## config.mk

```make
export PLATFORM = sky130hd
export DESIGN_NAME = tdm_demux_nch
export DESIGN_NICKNAME = d
export VERILOG_FILES = /design/src/rtl/tdm_demux_nch.sv
export SDC_FILE = /design/constraint.sdc
export NUM_CORES = 1
export LEC_CHECK = 0
export ABC_AREA = 1
export BUFFER_PORTS_ARGS = -buffer_cell sky130_fd_sc_hd__buf_2
export CORE_MARGIN = 4
export CORE_UTILIZATION = 54
export DETAILED_ROUTE_END_ITERATION = 8
export HOLD_SLACK_MARGIN = 0.02
export PLACE_DENSITY = 0.86
export RECOVER_POWER = 100
export REMOVE_ABC_BUFFERS = 1
export SYNTH_ARGS = -nofsm -noshare
export SYNTH_HDL_FRONTEND = slang
export SYNTH_SLANG_ARGS = --single-unit
```

## constraint.sdc

```tcl
create_clock -name clk -period 1.5 [get_ports clk]
set_input_delay 0.15 -clock clk [delete_from_list [all_inputs] [get_ports clk]]
set_output_delay 0.15 -clock clk [all_outputs]
set_load 0.005 [all_outputs]
```

## src/rtl/tdm_demux_nch.sv

```systemverilog
// N-channel TDM demultiplexer: rebuilds frames from a strobed sample bus into one aligned packed output.
// Optional frame-marker checking is enabled with the TDM_SYNC_EN macro.
module tdm_demux_nch #(
    parameter int NB_SAMPLE = 8,
    parameter int N_CH      = 2,
    localparam int NB_CH    = $clog2(N_CH)
) (
    input  logic                      clk,
    input  logic                      rst,
    input  logic                      i_enable,
    input  logic [NB_SAMPLE-1:0]      i_signals,
    input  logic                      i_sync,
    output logic [N_CH*NB_SAMPLE-1:0] o_data,
    output logic                      o_valid,
    output logic                      o_frame_clk,
    output logic [NB_CH-1:0]          o_ch_idx,
    output logic                      o_sync_err
);

    localparam logic [NB_CH-1:0] LAST_CH = NB_CH'(N_CH - 1);
    localparam logic [NB_CH-1:0] HALF_CH = NB_CH'(N_CH / 2);

    logic                            en_d;
    logic                            strb;
    logic [NB_CH-1:0]                ch_cnt;
    logic [NB_CH-1:0]                ch_nxt;
    logic [NB_CH-1:0]                wr_idx;
    logic                            wr_en;
    logic                            done;
    logic                            slip;
    logic                            err;
    logic [(N_CH-1)*NB_SAMPLE-1:0]   shadow;

    assign strb     = i_enable & ~en_d;
    assign o_ch_idx = ch_cnt;

`ifdef TDM_SYNC_EN
    always_comb begin
        slip = 1'b0;
        err  = 1'b0;
        if (strb) begin
            slip = i_sync && (ch_cnt != '0);
            err  = (i_sync && (ch_cnt != '0)) || (!i_sync && (ch_cnt == '0));
        end
    end
`else
    logic unused_sync;
    assign unused_sync = i_sync;
    assign slip        = 1'b0;
    assign err         = 1'b0;
`endif

    // A slip restarts the frame with this sample as channel 0, ahead of frame completion.
    always_comb begin
        ch_nxt = ch_cnt;
        wr_en  = 1'b0;
        wr_idx = ch_cnt;
        done   = 1'b0;
        if (strb) begin
            if (slip) begin
                wr_en  = 1'b1;
                wr_idx = '0;
                ch_nxt = NB_CH'(1);
            end else if (ch_cnt == LAST_CH) begin
                done   = 1'b1;
                ch_nxt = '0;
            end else begin
                wr_en  = 1'b1;
                ch_nxt = ch_cnt + 1'b1;
            end
        end
    end

    always_ff @(posedge clk) begin
        if (rst) begin
            en_d        <= 1'b1;
            ch_cnt      <= '0;
            shadow      <= '0;
            o_data      <= '0;
            o_valid     <= 1'b0;
            o_frame_clk <= 1'b1;
            o_sync_err  <= 1'b0;
        end else begin
            en_d   <= i_enable;
            ch_cnt <= ch_nxt;
            for (int unsigned i = 0; i < N_CH - 1; i++) begin
                if (wr_en && (wr_idx == NB_CH'(i)))
                    shadow[i*NB_SAMPLE +: NB_SAMPLE] <= i_signals;
            end
            if (done)
                o_data <= {i_signals, shadow};
            o_valid     <= done;
            o_frame_clk <= (ch_nxt < HALF_CH);
            o_sync_err  <= err;
        end
    end

endmodule

```

==> results.txt <==
Cells after Synth - 140
Outcome - complete, no violations
Reg2Reg Setup Slack - 0.28 ns
Synth top area share - 48.43%
CTS root buffer - clkbuf_4
Synthesized cell area - 0.001157 mm²
R2r startpoint - o_ch_idx
WP data arrival - 1.54 ns
Clock share of power - 29.1%
Gpl congestion - 0.6795
Sum Neg Setup Slack - 0 ns
Final net count - 180
Share of layout cells above drive strength 1 - 22.75%
CP Launch Type - primary input
NetSw - 0.2808 mW
GRT Total Usage - 16.69%
Vias in the first global route - 852
Most common cell in the netlist - nand2_1
Initial antenna violation count - 0
Final worst path period share - 84.24%
Max Freq - 791.4 MHz
Final setup viols - 0
FILL cells - 174
Yosys cell types - 16
Via count - 922
CP top delay family - buffers and inverters
Core area - 0.002002 mm²
Pleak - 0.6533 nW
Worst hold path type - in -> reg
Register area - 560.5 µm²
CTS sink cnt - 28
DR WL/cell - 11.22 µm
Multi-input gate area - 460.4 µm²
Yosys warns - 0
Simple-Gate Fraction of Synth Area - 40.54%
Final Non-Filler Cells - 194
Fin. Hold Viols - 0
CTS max path bufs - 2
Mux contribution to synthesized area - 0%
Vias per cell - 4.753
Crit path largest cell delay - 0.53 ns
Min Tclk post-route - 1.264 ns
Setup bufs post-CTS - 0
Synth Area in Adders - 0%
Skew final - 0.002502 ns
WP buf/inv - 4
Post-synthesis average cell area - 8.267 µm²
Crit Path Class - in -> reg
Post-synth top flop - dfxtp_1
IO buf count - 29
Largest net degree at the start of global routing - 24
Cell Int Power - 0.9447 mW
CTS tree - built
CP Data Required Time - 1.77 ns
Post-synth EDFFs - 0
Critical Path Start - rst
DRT Pass-1 Iters - 4
Synthesis-to-layout area growth - 12.22%
Combinational power share - 7.8%
Total CTS buffers - 3
# IOs - 32
Ys async rst share - 0%
Power Dens Cells - 943.6 mW/mm²
Crit. End Element - register
Hold path start - i_signals[7]
Die Wd - 54.30 µm
Synth Area in Compound Gates - 0%
Synth area leader - dfxtp_1
GRT overflow - 0
Hpwl dp - 1.566 mm
Hold buffer count at cts - 1
Ant. Diodes - 0
Commonest cells post-synth - 34 x nand2_1, 28 x dfxtp_1, 22 x nand3_1
Dpl cells - 189
Rows - 16
Drt total wl - 2.176 mm
Post-synthesis xor/xnor area fraction - 0%
Largest family of logic cells by synthesized area - simple AND/OR/NAND/NOR gates
Worst-path clk slew - 0.14 ns
H-Tree Depth - 1
Sw Share - 22.91%
Slowest cell on crit path - dlygate4sd3_1
Seq/Total Area, Yosys - 48.43%
Post-route ant nets - 0
First-pass GRT wire length - 3.498 mm
Core Util, Final - 64.88%
Total Power - 1.225 mW
Worst skew pair latency - 0.32 ns
FF+latch count, synth - 28
Die H - 54.30 µm
Starting Density - 57.81%
Synth area leaders - dfxtp_1 48%, nand2_1 11%, nand3_1 9.5%
Max_cap viols - 0
Die area - 0.002948 mm²
RSZ-0062 raised after global routing - no
Fin. max-slew vios - 0
Critical path fanouts, max - 23
DRC Markers - 0
CTS-repair resized insts - 0
DRT iter0 DRCs - 14
Max VDD drop - 0.0004573 V
Flop pwr share - 63.0%
Worst-path cell chain - dlygate4sd3_1 > clkbuf_1 > inv_2 > buf_12 > nand3_1 > nand2_1
[through the flow]
step / worst slack (ns) / cell area (µm²) / hold slack, ns
after CTS: 0.2261 / 1328 / 0.05557
final: 0.2365 / 1299 / 0.05910
after detailed placement: 0.3344 / 1281 / 0.3457
after global routing: 0.1623 / 1299 / 0.05453
after global placement: 0.4234 / 1281 / 0.3414
after floorplan: 0.5129 / 1082 / 0.2169
[path summary, 6_finish.rpt]
kind,to,cells after the start
setup / recovery,o_data[10],6
hold / removal,o_data[15],3
setup reg to reg,o_data[9],4
hold reg to reg,o_data[12],2
[cells by family after synthesis]
kind of cell / Yosys count
buffers and inverters: 21
flip-flops: 28
other: 1
AND/OR/NAND/NOR: 90
[layout by cell type, fill, tap and decap left out]
| master | instances |
|---|---|
| nand3_2 | 10 |
| clkbuf_1 | 11 |
| clkbuf_4 | 3 |
| buf_2 | 16 |
| nand2_1 | 34 |
| nor2_2 | 1 |
| nor2_1 | 18 |
| dfxtp_1 | 28 |
| clkbuf_8 | 1 |
| nand2_2 | 1 |
| conb_1 | 1 |
| nand2_4 | 1 |
| buf_1 | 2 |
| nand3_1 | 23 |
| nor2_4 | 2 |
| inv_1 | 11 |
| dlygate4sd3_1 | 1 |
| inv_2 | 2 |
| buf_12 | 1 |
[state kept, by name (all words and copies together), names as in the netlist]
signal	count
o_ch_idx	1
o_data	16
o_valid	1
o_frame_clk	1
en_d	1
shadow	8
[final cells by class]
cell class              instances  area share (%)
inverters                      13           3.757
flip-flops and latches         28           43.16
multi-input cells              91           35.45
clock buffers                   4           2.794
repair buffers                 31           12.23
well taps                      27           2.601
[worst min-delay path, stage by stage]
cell and delay [ns]:
buf_2 0.09, nand3_1 0.06, nand2_1 0.06
[per-layer routing]
metal / track usage [%] / routed length (µm)
met3: 1.635 / 92
met5: 0 / 0
met1: 17.74 / 914
met4: 10.37 / 46
met2: 31.08 / 1122
[power by group through the flow]
stage | registers (mW) | clock network, mW | logic [mW]
2_1_floorplan | 0.788 | 0 | 0.0557
3_3_place_gp | 0.788 | 0 | 0.0927
3_5_place_dp | 0.789 | 0 | 0.0978
4_1_cts | 0.773 | 0.363 | 0.101
5_1_grt | 0.775 | 0.386 | 0.111
6_report | 0.772 | 0.357 | 0.0960
Note: power is estimated with default switching activity, not from simulation.
